### src/rtl/sa_pkg.sv
// rtl/sa_pkg.sv - shared types and defaults for the systolic array operand path
//
// Contents:
//   BITS_AB_DEFAULT  default signed element width shared by the skew memories and the array
//   DIM_DEFAULT      default matrix dimension shared by the skew memories and the array
//   loader_state_t   mema_loader FSM states (LOAD, STREAM, DONE)
//   stream_len()     default number of skew-memory shift cycles for a given DIM
package sa_pkg;

  localparam int BITS_AB_DEFAULT = 8;
  localparam int DIM_DEFAULT     = 8;

  typedef enum logic [1:0] {
    LOAD,
    STREAM,
    DONE
  } loader_state_t;

  // Skew-in takes 2*DIM-1 cycles and the array needs DIM-1 more to drain.
  function automatic int stream_len(input int dim);
    return 3 * dim - 2;
  endfunction

endpackage

### src/rtl/mema_loader_if.sv
// rtl/mema_loader_if.sv - element stream and skew-memory write bus of mema_loader
//
// Signals:
//   in_valid, in_ready, in_data, in_last   upstream element stream (row-major A elements)
//   mem_wren, mem_arow, mem_ain, mem_en    skew memory row write and shift enable
//   busy, done                             loader status
// Modports:
//   master  upstream / test side: drives the element stream, observes everything else
//   slave   loader side: consumes the element stream, drives the memory bus and status
interface mema_loader_if
  import sa_pkg::*;
#(
  parameter int BITS_AB = BITS_AB_DEFAULT,
  parameter int DIM     = DIM_DEFAULT
);

  localparam int AW = (DIM > 1) ? $clog2(DIM) : 1;

  logic                      in_valid;
  logic                      in_ready;
  logic signed [BITS_AB-1:0] in_data;
  logic                      in_last;

  logic                      mem_wren;
  logic [AW-1:0]             mem_arow;
  logic signed [BITS_AB-1:0] mem_ain [DIM];
  logic                      mem_en;

  logic                      busy;
  logic                      done;

  modport master (
    output in_valid, in_data, in_last,
    input  in_ready, mem_wren, mem_arow, mem_ain, mem_en, busy, done
  );

  modport slave (
    input  in_valid, in_data, in_last,
    output in_ready, mem_wren, mem_arow, mem_ain, mem_en, busy, done
  );

endinterface

### src/rtl/row_packer.sv
// rtl/row_packer.sv - column counter and packing register that assembles one row word
//
// Ports:
//   clk, rst      clock and synchronous active-high reset
//   push          an element is accepted this cycle; it lands in the current column
//   flush         close the row this cycle; columns past the last pushed one read as zero
//   data          element being pushed
//   row_complete  the row closes this cycle (last column pushed, or flush)
//   row_word      packed row including this cycle's element; row_word[c] is column c
module row_packer
  import sa_pkg::*;
#(
  parameter int BITS_AB = BITS_AB_DEFAULT,
  parameter int DIM     = DIM_DEFAULT
) (
  input  logic                      clk,
  input  logic                      rst,
  input  logic                      push,
  input  logic                      flush,
  input  logic signed [BITS_AB-1:0] data,
  output logic                      row_complete,
  output logic signed [BITS_AB-1:0] row_word [DIM]
);

  localparam int CW = (DIM > 1) ? $clog2(DIM) : 1;

  logic [CW-1:0]             col;
  logic signed [BITS_AB-1:0] pack [DIM];

  assign row_complete = (push && (col == CW'(DIM - 1))) || flush;

  // Stale register contents at or beyond col are masked, so a row closed
  // early is zero-padded without having to clear the register first.
  always_comb begin
    for (int c = 0; c < DIM; c++) begin
      if (CW'(c) < col) begin
        row_word[c] = pack[c];
      end else if ((CW'(c) == col) && push) begin
        row_word[c] = data;
      end else begin
        row_word[c] = '0;
      end
    end
  end

  always_ff @(posedge clk) begin
    if (rst) begin
      col <= '0;
      for (int c = 0; c < DIM; c++) begin
        pack[c] <= '0;
      end
    end else begin
      if (push) begin
        pack[col] <= data;
      end
      if (row_complete) begin
        col <= '0;
      end else if (push) begin
        col <= col + 1'b1;
      end
    end
  end

endmodule

### src/rtl/mema_loader.sv
// rtl/mema_loader.sv - packs a row-major A element stream into rows of the A skew memory
//
// Ports:
//   clk, rst  clock and synchronous active-high reset
//   bus       mema_loader_if.slave: element stream in, skew memory writes / shift enable
//             and busy/done status out
// Build option:
//   LOADER_PARTIAL_ROW_EN  when defined, in_last on an accepted element ends the matrix
//                          early; remaining columns and rows are written as zeros.
module mema_loader
  import sa_pkg::*;
#(
  parameter int BITS_AB    = BITS_AB_DEFAULT,
  parameter int DIM        = DIM_DEFAULT,
  parameter int STREAM_LEN = stream_len(DIM)
) (
  input  logic          clk,
  input  logic          rst,
  mema_loader_if.slave  bus
);

  localparam int AW    = (DIM > 1) ? $clog2(DIM) : 1;
  localparam int CNT_W = $clog2(STREAM_LEN + 1);

  loader_state_t             state;
  logic [AW-1:0]             row;
  logic [CNT_W-1:0]          cnt;
  logic                      zero_fill;  // writing all-zero rows after an early in_last
  logic                      final_wr;   // cycle of the last row write, STREAM follows

  logic                      accept;
  logic                      last_in;
  logic                      flush;
  logic                      row_complete;
  logic signed [BITS_AB-1:0] row_word [DIM];

  assign accept = (state == LOAD) && bus.in_ready && bus.in_valid;

`ifdef LOADER_PARTIAL_ROW_EN
  assign last_in = bus.in_last;
`else
  logic unused_in_last;
  assign unused_in_last = bus.in_last;
  assign last_in        = 1'b0;
`endif

  // zero_fill keeps closing rows each cycle; with push low and col at 0 the
  // packer produces an all-zero word.
  assign flush = (accept && last_in) || zero_fill;

  row_packer #(
    .BITS_AB (BITS_AB),
    .DIM     (DIM)
  ) u_row_packer (
    .clk          (clk),
    .rst          (rst),
    .push         (accept),
    .flush        (flush),
    .data         (bus.in_data),
    .row_complete (row_complete),
    .row_word     (row_word)
  );

  always_ff @(posedge clk) begin
    if (rst) begin
      state        <= LOAD;
      row          <= '0;
      cnt          <= '0;
      zero_fill    <= 1'b0;
      final_wr     <= 1'b0;
      bus.in_ready <= 1'b0;
      bus.mem_wren <= 1'b0;
      bus.mem_arow <= '0;
      bus.mem_en   <= 1'b0;
      bus.busy     <= 1'b0;
      bus.done     <= 1'b0;
      for (int c = 0; c < DIM; c++) begin
        bus.mem_ain[c] <= '0;
      end
    end else begin
      bus.mem_wren <= 1'b0;
      bus.done     <= 1'b0;
      case (state)
        LOAD: begin
          if (accept) begin
            bus.busy <= 1'b1;
          end
          if (final_wr) begin
            final_wr   <= 1'b0;
            state      <= STREAM;
            bus.mem_en <= 1'b1;
            cnt        <= '0;
          end else if (row_complete) begin
            bus.mem_wren <= 1'b1;
            bus.mem_arow <= row;
            for (int c = 0; c < DIM; c++) begin
              bus.mem_ain[c] <= row_word[c];
            end
            if (row == AW'(DIM - 1)) begin
              row          <= '0;
              zero_fill    <= 1'b0;
              final_wr     <= 1'b1;
              bus.in_ready <= 1'b0;
            end else begin
              row <= row + 1'b1;
              if (flush) begin
                zero_fill    <= 1'b1;
                bus.in_ready <= 1'b0;
              end
            end
          end else begin
            bus.in_ready <= 1'b1;
          end
        end

        STREAM: begin
          if (cnt == CNT_W'(STREAM_LEN - 1)) begin
            bus.mem_en <= 1'b0;
            bus.done   <= 1'b1;
            state      <= DONE;
          end else begin
            cnt <= cnt + 1'b1;
          end
        end

        DONE: begin
          // in_ready is raised here so the first LOAD cycle can accept.
          state        <= LOAD;
          bus.in_ready <= 1'b1;
          bus.busy     <= 1'b0;
        end

        default: begin
          state <= LOAD;
        end
      endcase
    end
  end

endmodule

### src/flat_wrapper.sv
// flat-port wrapper written by rule: the top's interface ports become plain ports
module mema_loader_flat import sa_pkg::*;
#(
  parameter int BITS_AB    = BITS_AB_DEFAULT,
  parameter int DIM        = DIM_DEFAULT,
  parameter int STREAM_LEN = stream_len(DIM)
)
  (clk, rst, bus_in_valid, bus_in_data, bus_in_last, bus_in_ready, bus_mem_wren, bus_mem_arow, bus_mem_ain, bus_mem_en, bus_busy, bus_done);
  mema_loader_if #(.BITS_AB(BITS_AB), .DIM(DIM)) bus_i ();
  input  logic clk;
  input  logic rst;
  input wire logic [$bits(bus_i.in_valid)-1:0] bus_in_valid;
  input wire logic [$bits(bus_i.in_data)-1:0] bus_in_data;
  input wire logic [$bits(bus_i.in_last)-1:0] bus_in_last;
  output wire logic [$bits(bus_i.in_ready)-1:0] bus_in_ready;
  output wire logic [$bits(bus_i.mem_wren)-1:0] bus_mem_wren;
  output wire logic [$bits(bus_i.mem_arow)-1:0] bus_mem_arow;
  output wire logic [$bits(bus_i.mem_ain)-1:0] bus_mem_ain;
  output wire logic [$bits(bus_i.mem_en)-1:0] bus_mem_en;
  output wire logic [$bits(bus_i.busy)-1:0] bus_busy;
  output wire logic [$bits(bus_i.done)-1:0] bus_done;
  assign bus_i.in_valid = bus_in_valid;
  assign bus_i.in_data = bus_in_data;
  assign bus_i.in_last = bus_in_last;
  assign bus_in_ready = bus_i.in_ready;
  assign bus_mem_wren = bus_i.mem_wren;
  assign bus_mem_arow = bus_i.mem_arow;
  assign bus_mem_ain = {>>{bus_i.mem_ain}};
  assign bus_mem_en = bus_i.mem_en;
  assign bus_busy = bus_i.busy;
  assign bus_done = bus_i.done;
  mema_loader #(.BITS_AB(BITS_AB), .DIM(DIM), .STREAM_LEN(STREAM_LEN)) u_core (.clk(clk), .rst(rst), .bus(bus_i));
endmodule
### config.mk
export PLATFORM = sky130hd
export DESIGN_NAME = mema_loader_flat
export DESIGN_NICKNAME = d
export VERILOG_FILES = /design/src/rtl/sa_pkg.sv /design/src/rtl/mema_loader_if.sv /design/src/rtl/row_packer.sv /design/src/rtl/mema_loader.sv /design/src/flat_wrapper.sv
export SDC_FILE = /design/constraint.sdc
export NUM_CORES = 1
export LEC_CHECK = 0
export ABC_CLOCK_PERIOD_IN_PS = 4200
export BUFFER_PORTS_ARGS = -buffer_cell sky130_fd_sc_hd__buf_2
export CORE_MARGIN = 5
export CORE_UTILIZATION = 37
export CTS_CLUSTER_DIAMETER = 150
export CTS_CLUSTER_SIZE = 30
export DETAILED_ROUTE_END_ITERATION = 6
export GPL_ROUTABILITY_DRIVEN = 0
export GPL_TIMING_DRIVEN = 0
export PLACE_DENSITY = 0.55
export SETUP_SLACK_MARGIN = 0.15
export SYNTH_ARGS = -nofsm -noshare
export SYNTH_HDL_FRONTEND = slang
export SYNTH_SLANG_ARGS = --single-unit
### constraint.sdc
create_clock -name clk -period 4.2 [get_ports clk]
set_clock_uncertainty 0.2 [all_clocks]
set_input_delay 0.84 -clock clk [delete_from_list [all_inputs] [get_ports clk]]
set_output_delay 0.84 -clock clk [all_outputs]
set_load 0.02 [all_outputs]
==> results of run 1 <==
-- cell usage after synthesis (3+ instances only) --
cell type / count / area share (%)
sky130_fd_sc_hd__dfxtp_1: 86 / 27
sky130_fd_sc_hd__and3_1: 17 / 1.7
sky130_fd_sc_hd__nor2b_1: 4 / 0.40
sky130_fd_sc_hd__buf_4: 7 / 0.84
sky130_fd_sc_hd__a21oi_1: 78 / 6.2
sky130_fd_sc_hd__buf_2: 21 / 1.7
sky130_fd_sc_hd__clkbuf_1: 36 / 2.1
sky130_fd_sc_hd__a211oi_1: 8 / 0.95
sky130_fd_sc_hd__a311oi_1: 45 / 6.3
sky130_fd_sc_hd__and2_1: 40 / 4.0
sky130_fd_sc_hd__nand2b_1: 3 / 0.30
sky130_fd_sc_hd__nor3_2: 4 / 0.64
sky130_fd_sc_hd__edfxtp_1: 56 / 27
sky130_fd_sc_hd__or4_1: 3 / 0.36
sky130_fd_sc_hd__a21o_1: 3 / 0.36
sky130_fd_sc_hd__nand3_1: 30 / 2.4
sky130_fd_sc_hd__inv_1: 8 / 0.48
sky130_fd_sc_hd__o21ai_0: 19 / 1.5
sky130_fd_sc_hd__nand4_1: 39 / 3.9
sky130_fd_sc_hd__ha_1: 8 / 1.6
sky130_fd_sc_hd__nand2_1: 45 / 2.7
sky130_fd_sc_hd__nor2_1: 6 / 0.36
sky130_fd_sc_hd__or2_1: 3 / 0.30
sky130_fd_sc_hd__buf_1: 4 / 0.24
sky130_fd_sc_hd__or3_1: 7 / 0.70
sky130_fd_sc_hd__a32oi_1: 8 / 1.1
-- routing by layer --
layer  up-vias  global-route usage, %  part of all wire [%]
li1       2556                      -                     -
met1      2558                   26.3                    45
met2       197                   31.1                    47
met3        24                   5.11                   7.4
met4         0                   6.73                   1.5
met5         -                      0                     0
-- stage by stage --
step           instances  total power [uW]  area, um^2
2_1_floorplan        623              1580        6290
3_3_place_gp         924              1650        6970
3_5_place_dp         924              1650        6970
4_1_cts              956              3190        7570
5_1_grt              956              3270        7570
6_report             956              3180        7570
-- sequential cells by signal, indices dropped and copies added, names as in the netlist, 2 cells and up --
register and flops:
u_core.bus.mem_ain 64, u_core.bus.mem_arow 3, u_core.cnt 5, u_core.row 3
u_core.state 2, u_core.u_row_packer.col 3, u_core.u_row_packer.pack 56
-- worst max-delay path: cells and delay by family --
kind / cells / cell delay, ns
compound gates: 1 / 0.36
buf+inv: 3 / 1.45
-- kinds of logic after synthesis --
family | Yosys count
DFF | 142
AOI/OAI and AO/OA | 175
and+or+nand+nor | 220
buffers and inverters | 78
adders and majority gates | 8
-- path summary, 6_finish.rpt --
path,start,slack (ns),endpoint
max reg2reg,u_core.u_row_packer.col[1]$_SDFFE_PP0P_,1.54,u_core.bus.mem_ain[57]$_SDFFE_PP0P_
max,rst,1.44,u_core.u_row_packer.pack[3][5]$_SDFFCE_PN0P_
min reg2reg,u_core.bus.mem_arow[1]$_SDFFE_PP0P_,0.28,u_core.bus.mem_arow[1]$_SDFFE_PP0P_
min,u_core.bus.mem_arow[1]$_SDFFE_PP0P_,0.28,u_core.bus.mem_arow[1]$_SDFFE_PP0P_
-- power by group --
| part | total [uW] | internal [uW] | switching, uW | leakage [uW] |
|---|---|---|---|---|
| registers | 1460 | 1450 | 7.98 | 0.00127 |
| logic | 161 | 35.8 | 125 | 0.00123 |
| clock network | 1560 | 981 | 574 | 0.000288 |
| total | 3180 | 2470 | 707 | 0.00279 |
-- layout make-up --
type                            count  area, um^2  area share (%)
Buffer                             69         319            4.21
Clock buffer                       18         429            5.67
Tap cell                          220         275            3.63
Inverter                            9        33.8           0.446
Sequential cell                   142        3400            44.9
Multi-Input combinational cell    403        2530            33.5
Clock inverter                     14         174            2.30
Timing Repair Buffer               81         405            5.35
==> flow_metrics.py, run 1 <==
metrics = {
    "outcome": {
        "outcome": "finished, final reports clean",
    },
    "die": {
        "io_pins": 84,
        "initial_utilization_pct": 37.8,
        "placementRows": 47,
        "chipHeight_um": 140,
        "fp.dieW_um": 140,
        "core_area_um2": 16600,
        "dieArea_um2": 19700,
    },
    "timing": {
        "finalCriticalPeriod_ns": 2.76,
        "maxSlewViolCount": 0,
        "finalSetupViolations": 0,
        "finalHoldWorstSlack_ns": 0.282,
        "unrepaired_setup_endpoints_after_global_routing": "false",
        "max_slew_margin_pct": 40.7,
        "setup-tns-final_ns": 0,
        "timing.fmax_mhz": 362,
        "hold_viol_final": 0,
        "max_slew.worst_pin.slew_ns": 0.887,
        "timing.final.ws_setup_ns": 1.44,
        "fraction_of_the_cycle_the_final_worst_path_needs_pct": 65.7,
    },
    "setup_path": {
        "worstSetupStartpointType": "primary input",
        "cp_data_arrival_time_ns": 2.65,
        "critical_path_required_ns": 4.09,
        "worst_setup_path_end_kind": "register",
        "crit_path_cell_trace": "clkbuf_1, clkbuf_1, clkbuf_1, a21o_1",
        "crit_slowest_cell": "sky130_fd_sc_hd__clkbuf_1",
        "max_stage_delay_ns": 0.56,
        "critPathMostFrequentCell": "sky130_fd_sc_hd__clkbuf_1",
        "critPathKind": "in2reg",
        "reg2reg_depth": 6,
        "maximum_fanout_encountered_on_the_critical_timing_path": 10,
    },
    "routing": {
        "drt_wl_total_um": 19500,
        "drt_iter0_markers": 392,
        "route.antenna.remaining_nets": 0,
        "detail_route.wl_per_cell_um": 20.4,
        "drc_errors": 0,
        "routed_via_density": 5.58,
        "dr.pass1.iters": 6,
        "detailroute.via_count": 5335,
    },
    "clock_network": {
        "post_cts.resized_instances": 0,
        "clock_tree.htree_level_count": 4,
        "clock_tree.root_cell": "sky130_fd_sc_hd__clkbuf_16",
        "cts_hold_buffers": 0,
        "cts_made_buffers": 17,
        "clock-sinks": 142,
        "post-cts-setup-buffer-count": 0,
        "worst_skew_late_latency_ns": 0.43,
        "max-clock-path-buffers": 2,
        "clkSlewWorstSetupHoldPaths_ns": 0.05,
        "cts_tree": "done",
    },
    "placement": {
        "numPortBuffers": 81,
        "final_hpwl_from_detailed_placement_um": 13800,
        "placement.setup.worst_slack_ns": 1.00,
    },
    "finish": {
        "layout_commonest_cell": "sky130_fd_sc_hd__buf_2",
        "drive_gt1_share_pct": 20.7,
        "antenna-diode-count": 0,
        "layout.nets": 743,
        "filler_cell_count": 1590,
        "flow.area_growth_from_synthesis_pct": 20.4,
        "final_cell_mix": "sky130_fd_sc_hd__buf_2 (102), sky130_fd_sc_hd__dfxtp_1 (86), sky130_fd_sc_hd__a21oi_1 (78)",
        "final_util_pct": 45.5,
    },
    "logic_synthesis": {
        "post_synthesis_sequential_area_ratio_pct": 54.1,
        "net_count_synth": 643,
        "netlist-cell-type-count": 52,
        "synthArstFlopShare_pct": 0,
        "ys_warn_count": 0,
        "synth_compound_gate_area_share_pct": 18.2,
        "synth-xor-area-share_pct": 0,
        "synth_area_per_cell_um2": 10.1,
        "count_of_flip_flops_with_a_built_in_enable_after_synthesis": 56,
        "ys_dominant_reg_cell": "sky130_fd_sc_hd__dfxtp_1",
        "area_fraction_in_and_or_nand_and_nor_cells_after_synthesis_pct": 20.5,
        "synth-adder-area-share_pct": 1.59,
        "syn-cell-area_um2": 6290,
        "yosys_register_bits": 142,
        "dominant_combinational_cell_family_by_area_after_synthesis": "simple AND/OR/NAND/NOR gates",
        "synth_mux_area_share_pct": 0,
        "synth_cells": 623,
    },
    "global_route": {
        "grt_pass1_vias": 5328,
        "grt_first_pass_wirelength_um": 30100,
        "global_route.overflow_total": 0,
        "grtUsageTotal_pct": 19.7,
        "grt_start_max_net_pins": 17,
        "number_of_antenna_violations_at_the_first_check_in_global_routing": 0,
    },
    "run": {
        "maxCapViolCount": 0,
    },
    "power_and_ir_drop": {
        "total_leakage_power_uw": 0.00279,
        "power_density_over_cell_area_nw_per_um2": 420,
        "peakVddDrop_uv": 290,
    },
    "hold_path": {
        "holdPathStages": 2,
        "min_path_type": "reg2reg",
    },
}
(Power assumes the default switching activity.)
==> inputs of run 2 (changes only) <==
ABC_CLOCK_PERIOD_IN_PS = 2600   (was 4200)
clock period = 2.6 ns   (was 4.2 ns; I/O delays follow)
==> run 2 against run 1 <==
  * Die area did not move
  * Sequential power grew 62%
  * Flip-flop and latch count is the same
  * Critical path depth unchanged
  * Combinational power rose by 64%
  * Via count up 1.3%
  * Global-route usage about the same
  * Sequential share of layout area down 0.18 points
  * Clock power rose by 61%
  * Worst hold slack barely moved
  * Critical path type is now reg2reg
==> flow_metrics.py, run 2 (synthesized netlist as in run 1, its figures left out) <==
metrics = {
    "die": {
        "fp.dieW_um": 140,
        "initial_utilization_pct": 37.8,
        "core_area_um2": 16600,
        "placementRows": 47,
        "io_pins": 84,
        "chipHeight_um": 140,
        "dieArea_um2": 19700,
    },
    "setup_path": {
        "crit_slowest_cell": "sky130_fd_sc_hd__nor3_2",
        "ff2ff_setup_slack_ns": 0.29,
        "worst_r2r_startpoint": "u_core.state[0]$_SDFFE_PP0P_",
        "max_stage_delay_ns": 0.49,
        "reg2reg_depth": 4,
        "cp_data_arrival_time_ns": 2.21,
        "worst_setup_path_end_kind": "register",
        "maximum_fanout_encountered_on_the_critical_timing_path": 10,
        "critical_path_required_ns": 2.50,
        "critPathKind": "reg2reg",
        "reg2reg_to": "u_core.u_row_packer.pack[4][1]$_SDFFCE_PN0P_",
        "crit_path_cell_trace": "nand4bb_1, buf_2, nor3_2, or2_1",
        "worstSetupStartpointType": "register",
        "cp-endpoint": "u_core.u_row_packer.pack[4][1]$_SDFFCE_PN0P_",
        "crit_start": "u_core.state[0]$_SDFFE_PP0P_",
    },
    "clock_network": {
        "clock-sinks": 142,
        "cts_made_buffers": 17,
        "cts_hold_buffers": 0,
        "cts_tree": "done",
        "clock_tree.root_cell": "sky130_fd_sc_hd__clkbuf_16",
        "clock_tree.htree_level_count": 4,
        "clkSlewWorstSetupHoldPaths_ns": 0.06,
        "max-clock-path-buffers": 2,
        "worst_skew_late_latency_ns": 0.43,
    },
    "routing": {
        "drc_errors": 0,
        "drt_wl_total_um": 19600,
        "dr.pass1.iters": 5,
        "routed_via_density": 5.65,
        "drt_iter0_markers": 407,
        "detailroute.via_count": 5407,
        "route.antenna.remaining_nets": 0,
        "detail_route.wl_per_cell_um": 20.5,
    },
    "timing": {
        "finalCriticalPeriod_ns": 2.31,
        "unrepaired_setup_endpoints_after_global_routing": "true",
        "maxSlewViolCount": 0,
        "timing.fmax_mhz": 432,
        "max_slew.worst_pin.slew_ns": 0.796,
        "max_slew_margin_pct": 46.9,
        "hold_viol_final": 0,
        "fraction_of_the_cycle_the_final_worst_path_needs_pct": 89.0,
        "finalSetupViolations": 0,
        "setup-tns-final_ns": 0,
    },
    "global_route": {
        "grt_use_met1_pct": 26.3,
        "met2_usage_pct": 31.1,
        "grt_pass1_vias": 5325,
        "grt_peak_use_layer": "met2",
        "global_route.overflow_total": 0,
        "grtUsageTotal_pct": 19.7,
        "grt_first_pass_wirelength_um": 30100,
        "number_of_antenna_violations_at_the_first_check_in_global_routing": 0,
        "global_route.usage.met3_pct": 5.11,
        "grt_start_max_net_pins": 17,
    },
    "finish": {
        "largest_register_ffs": 64,
        "antenna-diode-count": 0,
        "final_cell_mix": "sky130_fd_sc_hd__buf_2 (99), sky130_fd_sc_hd__dfxtp_1 (85), sky130_fd_sc_hd__a21oi_1 (78)",
        "filler_cell_count": 1583,
        "registers.top_by_ff_count": "u_core.bus.mem_ain",
        "layout_commonest_cell": "sky130_fd_sc_hd__buf_2",
        "layout.nets": 744,
        "drive_gt1_share_pct": 22.3,
        "flow.area_growth_from_synthesis_pct": 20.9,
        "layout_top_registers": "u_core.bus.mem_ain (64), u_core.u_row_packer.pack (56), u_core.cnt (5)",
    },
    "power_and_ir_drop": {
        "peakVddDrop_uv": 470,
        "power_density_over_cell_area_nw_per_um2": 675,
        "total_leakage_power_uw": 0.00281,
        "total_power_uw": 5140,
    },
    "run": {
        "maxCapViolCount": 0,
    },
    "placement": {
        "final_hpwl_from_detailed_placement_um": 13800,
        "numPortBuffers": 81,
    },
    "hold_path": {
        "min_path_type": "reg2reg",
    },
    "outcome": {
        "outcome": "finished, final reports clean",
    },
}
[run 2: worst min-delay path by stage]
stage | to | slack [ns] | startpoint | depth (start not counted)
6_report | u_core.bus.mem_arow[1]$_SDFFE_PP0P_ | 0.28 | u_core.bus.mem_arow[1]$_SDFFE_PP0P_ | 2
5_1_grt | u_core.bus.mem_ain[60]$_SDFFE_PP0P_ | 0.30 | bus_in_data[4] | 3
4_1_cts | u_core.bus.mem_ain[16]$_SDFFE_PP0P_ | 0.27 | bus_in_data[0] | 3
3_5_place_dp | u_core.bus.mem_ain[2]$_SDFFE_PP0P_ | 0.27 | u_core.bus.mem_ain[2]$_SDFFE_PP0P_ | 2
3_3_place_gp | u_core.bus.mem_ain[4]$_SDFFE_PP0P_ | 0.27 | u_core.bus.mem_ain[4]$_SDFFE_PP0P_ | 2
2_1_floorplan | u_core.bus.mem_arow[1]$_SDFFE_PP0P_ | 0.26 | u_core.row[1]$_SDFFE_PP0P_ | 2
[run 2: final cells by class]
type	count	area, um^2	area share [%]
clock inverters	14	174	2.29
clock buffers	18	429	5.64
multi-input cells	403	2540	33.4
repair buffers	82	413	5.43
inverters	9	33.8	0.444
well taps	220	275	3.62
plain buffers	69	335	4.41
flip-flops and latches	142	3400	44.8
[run 2: through the flow]
step | hold WS [ns] | setup WS (ns) | instance area (um^2) | cells | utilization [%]
floorplan | 0.257 | 0.462 | 6290 | 623 | -
global placement | 0.267 | -0.288 | 6970 | 924 | 41.9
detailed placement | 0.270 | -0.279 | 6970 | 924 | 41.9
CTS | 0.271 | 0.156 | 7580 | 956 | 45.6
global route | 0.304 | 0.149 | 7610 | 957 | 45.7
finish | 0.282 | 0.286 | 7610 | 957 | 45.7
[run 2: routing by layer]
layer / routed length, um / share of wire, % / up-vias
li1: - / - / 2562
met1: 8740 / 45 / 2601
met2: 9030 / 46 / 215
met3: 1500 / 7.7 / 29
met4: 309 / 1.6 / 0
met5: 0 / 0 / -
[run 2: worst max-delay path: cells and delay by family (launching register included)]
family,cells,cell delay (ns)
buffers and inverters,1,0.26
DFF,1,0.36
and+or+nand+nor,3,1.14
[run 2: where the power goes]
part / switching [uW] / leakage [uW] / internal [uW]
sequential: 12.9 / 0.00127 / 2350
combinational: 202 / 0.00125 / 62.2
clock: 928 / 0.000288 / 1580
total: 1140 / 0.00281 / 4000
[run 2: what timing repair did]
item | 4_1_cts | 5_1_grt
setup endpoints to repair | 50 | 70
gates cloned | 0 | 0
gates resized for setup | 4 | 16
setup buffers | 0 | 1
